<file path="config.mk">
export PLATFORM = sky130hd
export DESIGN_NAME = spi_master_flat
export DESIGN_NICKNAME = d
export VERILOG_FILES = /design/src/rtl/spi_master_pkg.sv /design/src/rtl/spi_master_if.sv /design/src/rtl/spi_tick_cnt.sv /design/src/rtl/spi_master.sv /design/src/flat_wrapper.sv
export SDC_FILE = /design/constraint.sdc
export NUM_CORES = 1
export LEC_CHECK = 0
export CAP_MARGIN = 40
export CORE_MARGIN = 1
export CORE_UTILIZATION = 45
export DETAILED_ROUTE_END_ITERATION = 8
export GPL_ROUTABILITY_DRIVEN = 1
export PLACE_DENSITY = 0.76
export SYNTH_ARGS = -nofsm -noshare
export SYNTH_HDL_FRONTEND = slang
export SYNTH_SLANG_ARGS = --single-unit
</file>
<file path="constraint.sdc">
create_clock -name clk -period 1.8 [get_ports clk]
set_input_delay 0.36 -clock clk [delete_from_list [all_inputs] [get_ports clk]]
set_output_delay 0.36 -clock clk [all_outputs]
set_load 0.05 [all_outputs]
</file>
<file path="src/rtl/spi_master_pkg.sv">
// Shared definitions for the single-byte SPI master: FSM state encoding,
// CPOL=1 idle level, default timing constants and a counter sizing helper.
package spi_master_pkg;

  typedef enum logic [2:0] {
    ST_IDLE,
    ST_SETUP,
    ST_LOW,
    ST_HIGH,
    ST_HOLD,
    ST_GAP
  } spi_state_e;

  localparam logic CPOL_IDLE = 1'b1;

  localparam int DEF_CLK_DIV  = 4;
  localparam int DEF_CS_SETUP = 4;
  localparam int DEF_CS_HOLD  = 4;

  function automatic int max3(input int a, input int b, input int c);
    int m;
    m = (a > b) ? a : b;
    return (m > c) ? m : c;
  endfunction

endpackage

</file>
<file path="src/rtl/spi_master_if.sv">
// Local controller handshake between a requester and the SPI master:
// start/tx_data in, ready/rx_data/rx_valid back.
interface spi_master_if;

  logic       start;
  logic [7:0] tx_data;
  logic       ready;
  logic [7:0] rx_data;
  logic       rx_valid;

  modport master (
    output start, tx_data,
    input  ready, rx_data, rx_valid
  );

  modport slave (
    input  start, tx_data,
    output ready, rx_data, rx_valid
  );

endinterface

</file>
<file path="src/rtl/spi_tick_cnt.sv">
// Loadable down-counter; done_o is high while the count sits at zero.
// Loading N-1 on state entry makes that state last exactly N cycles.
module spi_tick_cnt #(
  parameter int W = 3
) (
  input  logic         clk,
  input  logic         rst,
  input  logic         load_i,
  input  logic [W-1:0] load_val_i,
  output logic         done_o
);

  logic [W-1:0] cnt_q, cnt_d;

  always_comb begin
    cnt_d = cnt_q;
    if (load_i) begin
      cnt_d = load_val_i;
    end else if (cnt_q != '0) begin
      cnt_d = cnt_q - 1'b1;
    end
  end

  always_ff @(posedge clk or posedge rst) begin
    if (rst) begin
      cnt_q <= '0;
    end else begin
      cnt_q <= cnt_d;
    end
  end

  assign done_o = (cnt_q == '0);

endmodule

</file>
<file path="src/rtl/spi_master.sv">
// Single-byte SPI master, sck idle high, MSB first, miso sampled at end of sck-high.
// Optional SPI_MASTER_BURST_EN: back-to-back bytes under one cs low window.
module spi_master
  import spi_master_pkg::*;
#(
  parameter int CLK_DIV  = DEF_CLK_DIV,
  parameter int CS_SETUP = DEF_CS_SETUP,
  parameter int CS_HOLD  = DEF_CS_HOLD
) (
  input  logic         clk,
  input  logic         rst,
  spi_master_if.slave  ctrl,
  output logic         cs_o,
  output logic         sck_o,
  output logic         mosi_o,
  input  logic         miso_i
);

  localparam int CNT_W = $clog2(max3(CLK_DIV, CS_SETUP, CS_HOLD) + 1);
  localparam logic [CNT_W-1:0] DIV_LD   = CNT_W'(CLK_DIV - 1);
  localparam logic [CNT_W-1:0] SETUP_LD = CNT_W'(CS_SETUP - 1);
  localparam logic [CNT_W-1:0] HOLD_LD  = CNT_W'(CS_HOLD - 1);

  spi_state_e state_q, state_d;
  logic [7:0] shift_q, shift_d;
  logic [7:0] rx_shift_q, rx_shift_d;
  logic [2:0] bit_cnt_q, bit_cnt_d;
  logic       cs_q, cs_d;
  logic       sck_q, sck_d;
  logic       mosi_q, mosi_d;
  logic [7:0] rx_data_q, rx_data_d;
  logic       rx_valid_q, rx_valid_d;
  logic [1:0] miso_sync_q;

  logic             tick_load;
  logic [CNT_W-1:0] tick_load_val;
  logic             tick_done;
  logic             ready;
  logic             enter_low;
  logic [7:0]       low_byte;
  logic             finish_byte;

  spi_tick_cnt #(.W(CNT_W)) u_tick_cnt (
    .clk        (clk),
    .rst        (rst),
    .load_i     (tick_load),
    .load_val_i (tick_load_val),
    .done_o     (tick_done)
  );

  // Each state reloads the shared counter on entry; enter_low and finish_byte
  // collect the actions shared by several transitions.
  always_comb begin
    state_d       = state_q;
    shift_d       = shift_q;
    rx_shift_d    = rx_shift_q;
    bit_cnt_d     = bit_cnt_q;
    cs_d          = cs_q;
    sck_d         = sck_q;
    mosi_d        = mosi_q;
    rx_data_d     = rx_data_q;
    rx_valid_d    = 1'b0;
    tick_load     = 1'b0;
    tick_load_val = '0;
    ready         = 1'b0;
    enter_low     = 1'b0;
    low_byte      = shift_q;
    finish_byte   = 1'b0;

    unique case (state_q)
      ST_IDLE: begin
        ready = 1'b1;
        if (ctrl.start) begin
          shift_d       = ctrl.tx_data;
          bit_cnt_d     = 3'd7;
          cs_d          = 1'b0;
          tick_load     = 1'b1;
          tick_load_val = SETUP_LD;
          state_d       = ST_SETUP;
        end
      end
      ST_SETUP: begin
        if (tick_done) begin
          enter_low = 1'b1;
        end
      end
      ST_LOW: begin
        if (tick_done) begin
          sck_d         = 1'b1;
          tick_load     = 1'b1;
          tick_load_val = DIV_LD;
          state_d       = ST_HIGH;
        end
      end
      ST_HIGH: begin
        if (tick_done) begin
          rx_shift_d = {rx_shift_q[6:0], miso_sync_q[1]};
          if (bit_cnt_q == 3'd0) begin
            tick_load     = 1'b1;
            tick_load_val = HOLD_LD;
            state_d       = ST_HOLD;
          end else begin
            bit_cnt_d = bit_cnt_q - 3'd1;
            enter_low = 1'b1;
          end
        end
      end
      ST_HOLD: begin
        if (tick_done) begin
          finish_byte = 1'b1;
`ifdef SPI_MASTER_BURST_EN
          ready = 1'b1;
          if (ctrl.start) begin
            bit_cnt_d = 3'd7;
            low_byte  = ctrl.tx_data;
            enter_low = 1'b1;
          end else begin
            cs_d          = 1'b1;
            mosi_d        = 1'b1;
            tick_load     = 1'b1;
            tick_load_val = HOLD_LD;
            state_d       = ST_GAP;
          end
`else
          cs_d          = 1'b1;
          mosi_d        = 1'b1;
          tick_load     = 1'b1;
          tick_load_val = HOLD_LD;
          state_d       = ST_GAP;
`endif
        end
      end
      ST_GAP: begin
        if (tick_done) begin
          state_d = ST_IDLE;
        end
      end
      default: begin
        state_d = ST_IDLE;
      end
    endcase

    if (enter_low) begin
      sck_d         = 1'b0;
      mosi_d        = low_byte[7];
      shift_d       = {low_byte[6:0], 1'b0};
      tick_load     = 1'b1;
      tick_load_val = DIV_LD;
      state_d       = ST_LOW;
    end

    if (finish_byte) begin
      rx_data_d  = rx_shift_q;
      rx_valid_d = 1'b1;
    end
  end

  always_ff @(posedge clk or posedge rst) begin
    if (rst) begin
      state_q     <= ST_IDLE;
      shift_q     <= '0;
      rx_shift_q  <= '0;
      bit_cnt_q   <= '0;
      cs_q        <= 1'b1;
      sck_q       <= CPOL_IDLE;
      mosi_q      <= 1'b1;
      rx_data_q   <= '0;
      rx_valid_q  <= 1'b0;
      miso_sync_q <= '0;
    end else begin
      state_q     <= state_d;
      shift_q     <= shift_d;
      rx_shift_q  <= rx_shift_d;
      bit_cnt_q   <= bit_cnt_d;
      cs_q        <= cs_d;
      sck_q       <= sck_d;
      mosi_q      <= mosi_d;
      rx_data_q   <= rx_data_d;
      rx_valid_q  <= rx_valid_d;
      miso_sync_q <= {miso_sync_q[0], miso_i};
    end
  end

  assign ctrl.ready    = ready;
  assign ctrl.rx_data  = rx_data_q;
  assign ctrl.rx_valid = rx_valid_q;
  assign cs_o          = cs_q;
  assign sck_o         = sck_q;
  assign mosi_o        = mosi_q;

endmodule
</file>
<file path="src/flat_wrapper.sv">
// flat-port wrapper written by rule: the top's interface ports become plain ports
module spi_master_flat import spi_master_pkg::*;
#(
  parameter int CLK_DIV  = DEF_CLK_DIV,
  parameter int CS_SETUP = DEF_CS_SETUP,
  parameter int CS_HOLD  = DEF_CS_HOLD
)
  (clk, rst, cs_o, sck_o, mosi_o, miso_i, ctrl_start, ctrl_tx_data, ctrl_ready, ctrl_rx_data, ctrl_rx_valid);
  spi_master_if ctrl_i ();
  input  logic clk;
  input  logic rst;
  output logic cs_o;
  output logic sck_o;
  output logic mosi_o;
  input  logic miso_i;
  input wire logic [$bits(ctrl_i.start)-1:0] ctrl_start;
  input wire logic [$bits(ctrl_i.tx_data)-1:0] ctrl_tx_data;
  output wire logic [$bits(ctrl_i.ready)-1:0] ctrl_ready;
  output wire logic [$bits(ctrl_i.rx_data)-1:0] ctrl_rx_data;
  output wire logic [$bits(ctrl_i.rx_valid)-1:0] ctrl_rx_valid;
  assign ctrl_i.start = ctrl_start;
  assign ctrl_i.tx_data = ctrl_tx_data;
  assign ctrl_ready = ctrl_i.ready;
  assign ctrl_rx_data = ctrl_i.rx_data;
  assign ctrl_rx_valid = ctrl_i.rx_valid;
  spi_master #(.CLK_DIV(CLK_DIV), .CS_SETUP(CS_SETUP), .CS_HOLD(CS_HOLD)) u_core (.clk(clk), .rst(rst), .ctrl(ctrl_i), .cs_o(cs_o), .sck_o(sck_o), .mosi_o(mosi_o), .miso_i(miso_i));
endmodule
</file>
Word level (Yosys, flattened, before mapping)
Index checks and enable logic that the tools add are counted.

operators by class
  order comparisons = 0
  multiply operators = 0
  mux-type cells = 42
  eq/ne operators = 16
  divide/modulo/power cells = 0
  bitwise gates (word level) = 0
  shift operators = 0
  reductions and logical operators = 20
  add/subtract/negate cells = 2

operator list
  cell                   count
  $mux W3                14
  $mux W8                3
  $pmux W3 S6            1
  $mux W1                16
  $reduce_bool A2 Y1     8
  $ne A3 B1 Y1 const B   5
  $logic_not A3 Y1       3
  $pmux W3 S3            1
  $reduce_and A2 Y1      4
  $reduce_and A7 Y1      1
  $eq A3 B2 Y1 const B   2
  $eq A3 B3 Y1 const B   2
  $mux W2                3
  $ne A2 B1 Y1 const B   3
  $pmux W3 S2            1
  $sub A3 B1 Y3 const B  2
  $ne A2 B2 Y1 const B   2
  $pmux W1 S2            2
  $reduce_and A4 Y1      1
  $eq A3 B1 Y1 const B   1
  $ne A3 B2 Y1 const B   1
  $pmux W1 S3            1
  $reduce_and A3 Y1      1
  $reduce_bool A3 Y1     1
  $reduce_or A2 Y1       1

word-level totals
  RAM bits = 0
  input bits = 12
  output and inout port bits = 13
  memories kept = 0
  word-level logic and storage cells = 91
  bits in latches = 0
  bits in read-only memories = 0
  register bits after elaboration = 39

Longest topological paths before layout
Gate-level depths: netlist (run 1).

  depth in word-level cells = 6
  gate-level depth with buffers = 10
  mapped depth without buffers = 7

Modules after synthesis
From an unflattened synthesis (run 1), not the netlist that was laid out.

unflattened totals
  cells, all modules = 153
  area total of the unflattened synthesis = 1905.6 µm²

modules (own cells, without submodules)
  module        cells an instance  area each (µm²)  times used  seq. area each (µm²)
  spi_master    131                1701.6           1           904.6
  spi_tick_cnt  22                 203.9            1           75.1

Worst setup path after synthesis (run 1)
Ideal clock, no wire load.

  path type = flip-flop to flip-flop
  from = register u_core.state_q[1]
  to = register u_core.shift_q[1], in the netlist u_core.low_byte[1]
  period minus slack after synthesis = 2.295 ns
  arrival time = 2.213 ns
  setup time = 0.082 ns
  buffers on the path = 2
  setup slack = -0.495 ns
  cell stages (with the launch flop) = 7
  required time = 1.718 ns
  cell sequence = dfrtp_1 > buf_6 > nor3_1 > and2_1 > buf_2 > nand2_1 > a31oi_1

between the ends
  cells in the longest elaborated chain, start to end = 4
  elaborated cells between the ends (all ways) = 8
  those cells by class = 2 x eq/ne; 2 x mux; 4 x reduce/logical

ends and longest elaborated chain
  what                                                 line               source
  start, declared                                      spi_master.sv:24   spi_state_e state_q, state_d;
  start signal, assigned                               spi_master.sv:171  state_q <= state_d;
  $eq A3 B2 Y1 / $eq A3 B1 Y1 (equally long branches)  spi_master.sv:70   unique case (state_q)
  $pmux W1 S2                                          spi_master.sv:70
  $reduce_bool A2 Y1 (no line)                         -
  $reduce_and A2 Y1 (no line)                          -
  end signal, assigned                                 spi_master.sv:172  shift_q <= shift_d;
  end, declared                                        spi_master.sv:25   logic [7:0] shift_q, shift_d;

Parallel ways exist; a longest one is shown, timed or not.
A chain may end at the register's enable or synchronous reset.

Worst setup path in the final report (run 1)
  from = register u_core.u_tick_cnt.cnt_q[0]
  to = register u_core.rx_data_q[6], in the netlist u_core.ctrl.rx_data[6]

between the ends
  cells in the longest elaborated chain, start to end = 3

ends and longest elaborated chain
  what                    line                source
  start, declared         spi_tick_cnt.sv:13  logic [W-1:0] cnt_q, cnt_d;
  start signal, assigned  spi_tick_cnt.sv:28  cnt_q <= cnt_d;
  $logic_not A3 Y1        spi_tick_cnt.sv:32  assign done_o = (cnt_q == '0);
  $mux W1                 spi_master.sv:109   if (tick_done) begin
  $mux W1                 spi_master.sv:70
  end signal, assigned    spi_master.sv:178   rx_data_q <= rx_data_d;
  end, declared           spi_master.sv:31    logic [7:0] rx_data_q, rx_data_d;

Every way passes these cells.

==> results by group, run 1 <==
Clock network
  • Setup bufs post-CTS: 0
  • Clock latency on the worst-skew pair: 0.28 ns
  • CTS root buf: clkbuf_8
  • Hold buffers post-CTS: 0
  • TritonCTS Sinks: 39
  • CTS H-tree depth: 2
  • CTS max path bufs: 2
  • Inserted Clock Buffers: 5
  • Clock Pin Slew Worst Setup and Hold Paths: 0.07 ns
  • CTS tree: built

STA
  • Hold WS: 0.356 ns
  • Setup WS post-layout: 0.149 ns
  • Final Hold Vio Count: 0
  • RSZ-0062 raised after global routing: false
  • Rel. slew slack: about three quarters
  • Final min period: roughly 1.7 ns
  • Peak Freq: 606 MHz
  • Final worst path period share: 91.7%
  • Setup violations, final: 0
  • Slew @ Worst Pin: 0.359 ns
  • Fin. max-slew vios: 0
  • Fin Clk Skew: approximately 0.0048 ns

Routing
  • DR iter-0 viols: 62
  • Routed WL: 3.21 mm
  • DRC: 0
  • Vias/cell: 5.25
  • Vias: between 1k and 1.5k
  • Antenna Nets Post-Route: 0
  • Drt first pass iters: 4
  • Wire length per cell: 13.3 um

Cells and area
  • Layout area overhead: 25.3%
  • Nets: 209
  • Number of diodes: 0
  • Fraction of layout instances using a drive strength above 1: 29.9%
  • Final Cell Area: 2210 um2
  • Post-route insts no fill: 242

Worst setup path
  • Worst setup path endpoint: u_core.ctrl.rx_data[6]
  • Arr. time, crit path: 1.82 ns
  • Critical R2R Launch: u_core.u_tick_cnt.cnt_q[0]
  • Crit path max fanout: 11
  • Reg2reg setup slack: 0.15 ns
  • FF-to-FF End: u_core.ctrl.rx_data[6]
  • Critical Path Start: u_core.u_tick_cnt.cnt_q[0]
  • CP startpoint kind: flop
  • WS Path Type: flop to flop
  • Crit end category: flop
  • Reg2reg path depth: 6
  • CP required: just under 2 ns

Synthesis
  • Syn_nets: 177
  • Most common cell in the netlist: dfrtp_1
  • Top post-synthesis cells by count: dfrtp_1 (36), mux2_2 (17), nand2_1 (17), nor2_1 (17), inv_1 (10)
  • Mean Syn Cell Area: 10.9 um2
  • Synthesis-stage register bit count: 39
  • Synth Cell Area: approximately 1800 um2
  • Ys async rst share: 100%
  • Main synth FF type: dfrtp_1
  • Number of synthesized flops with an enable pin: 0
  • Ys Warns: 0
  • Share of Yosys cell area claimed by the top area cell type: between 50 and 60%
  • Sequential area share after synthesis: 55.6%
  • Synth top area cells: dfrtp_1 (51%), mux2_2 (11%), dfstp_2 (4.5%)
  • Unique masters post-synth: 33
  • Gate Count Post-Synth: 161
  • Cell taking the most area after synthesis: dfrtp_1

Global routing
  • Largest net degree at the start of global routing: 40
  • Tot GR Track Use: 18.1%
  • Gr ovfl total: 0
  • Initial antenna violation count: 0
  • Vias in the first global route: roughly 1.3k
  • Wire length of the first global-routing pass: 5.60 mm

Floorplanning
  • Core Area: 3720 um2
  • Top-level I/O count: 25
  • Initial Utilization: 47.4%
  • Die X: 64.6 um
  • Die area: roughly 4200 um2
  • Die height: 64.6 um
  • Rows: 22

Pwr
  • Pleak: 0.00105 uW
  • Pwr dens: 1340 nW/um2
  • Maximum vdd ir drop: 0.522 mV

Placement
  • PortBufs: 24
  • Dpl cells: between 200 and 250
  • DPL Wire Length: between 2 and 2.5 mm
  • Dpl ws: -0.0761 ns
  • Cell area after placement: approximately 2100 um2
  • Gp weighted congestion: 0.720

Outcome
  • Status: complete, no violations

Hold path
  • Hold Path Class: flop to flop

Flow run
  • Max_cap viols: 0
## registers in the layout, summed over array words and instances (netlist names), 2 cells and up
register,cells
u_core.bit_cnt_q,3
u_core.ctrl.rx_data,8
u_core.low_byte,8
u_core.miso_sync_q,2
u_core.rx_shift_q,8
u_core.state_q,3
u_core.u_tick_cnt.cnt_q,3
## per-stage QoR
| step | total power (uW) | utilization [%] | setup TNS [ns] |
|---|---|---|---|
| after floorplan | 2090 | - | 0 |
| after global placement | 2320 | 56.9 | -0.00440 |
| final | 2950 | 59.5 | 0 |
| after detailed placement | 2400 | 56.9 | -0.109 |
| after CTS | 2970 | 59.2 | 0 |
| after global routing | 3190 | 59.5 | 0 |
## layer usage
metal	global-route usage (%)	vias to the layer above	routed length, um
li1	-	613	-
met1	20.9	618	1360
met2	30.9	31	1650
met3	5.28	8	125
met4	8.33	0	72
met5	0	-	0
## how the worst min path moves through the flow
stage                                from               endpoint  slack (ns)  cells past startpoint
floorplan           u_core.miso_sync_q[0]  u_core.miso_sync_q[1]        0.33                      0
global placement    u_core.miso_sync_q[0]  u_core.miso_sync_q[1]        0.33                      0
detailed placement  u_core.miso_sync_q[0]  u_core.miso_sync_q[1]        0.34                      0
CTS                 u_core.miso_sync_q[0]  u_core.miso_sync_q[1]        0.36                      0
global route        u_core.miso_sync_q[0]  u_core.miso_sync_q[1]        0.37                      0
finish              u_core.miso_sync_q[0]  u_core.miso_sync_q[1]        0.36                      0
## cell type report
| type | count | area (um2) |
|---|---|---|
| fillers | 309 | 1510 |
| flip-flops and latches | 39 | 980 |
| multi-input cells | 101 | 699 |
| repair buffers | 36 | 348 |
| clock buffers | 6 | 72.6 |
| well taps | 48 | 60.1 |
| inverters | 10 | 37.5 |
| clock inverters | 2 | 12.5 |
## power by group
| group | switching (uW) | leakage, uW | total [uW] | internal (uW) |
|---|---|---|---|---|
| clock network | 288 | 0.0000412 | 558 | 270 |
| registers | 179 | 0.000480 | 1330 | 1150 |
| logic | 559 | 0.000527 | 1070 | 512 |
## cell families (layout without fill, tap and decap cells)
family	count (synthesis)	count (layout)	share of synthesized area, %
fa+ha+maj	4	4	2.84
flops	39	39	55.6
buf+inv	21	54	6.03
mux	18	18	11.4
compound gates	32	32	12.1
simple gates	47	47	12.1
## critical path, stage by stage, from the launching register on
cell	delay [ns]
dfrtp_1	0.37
inv_1	0.09
ha_1	0.15
ha_2	0.22
and3_1	0.22
buf_12	0.14
mux2_2	0.34
## cell usage in the layout, fill, tap and decap left out, drive strengths merged
master         synthesis  final
ha                     4      4
o21ai                  7      7
or4b                   1      1
nor2                  17     17
mux2i                  1      1
o22a                   1      1
nor2b                  2      2
dfrtp                 36     36
o31ai                  1      1
and2                   1      1
o211a                  1      1
nand2                 18     18
dfstp                  3      3
and3                   2      2
a311o                  1      1
a21o                   1      1
nor3                   3      3
a31oi                  7      7
clkbuf                 0      6
clkdlybuf4s50          0     11
buf                   11     25
a211oi                 1      1
a32oi                  1      1
inv                   10     10
a21boi                 1      1
a21oi                  7      7
nand4b                 1      1
o211ai                 2      2
mux2                  17     17
clkinvlp               0      1
a211o                  1      1
nand3                  2      2
clkinv                 0      1
## repair_timing
action,in CTS,in global routing
setup endpoints to repair,0,11
gates resized for setup,0,3
endpoints found under the hold margin,0,0
Note: power is estimated with default switching activity, not from simulation.
==> run 2: changes to the inputs <==
Settings changed: CTS_CLUSTER_DIAMETER set to 30, TNS_END_PERCENT set to 10.
==> results of run 2 <==
The final DEF is identical to that of run 1; final timing and power are the same.
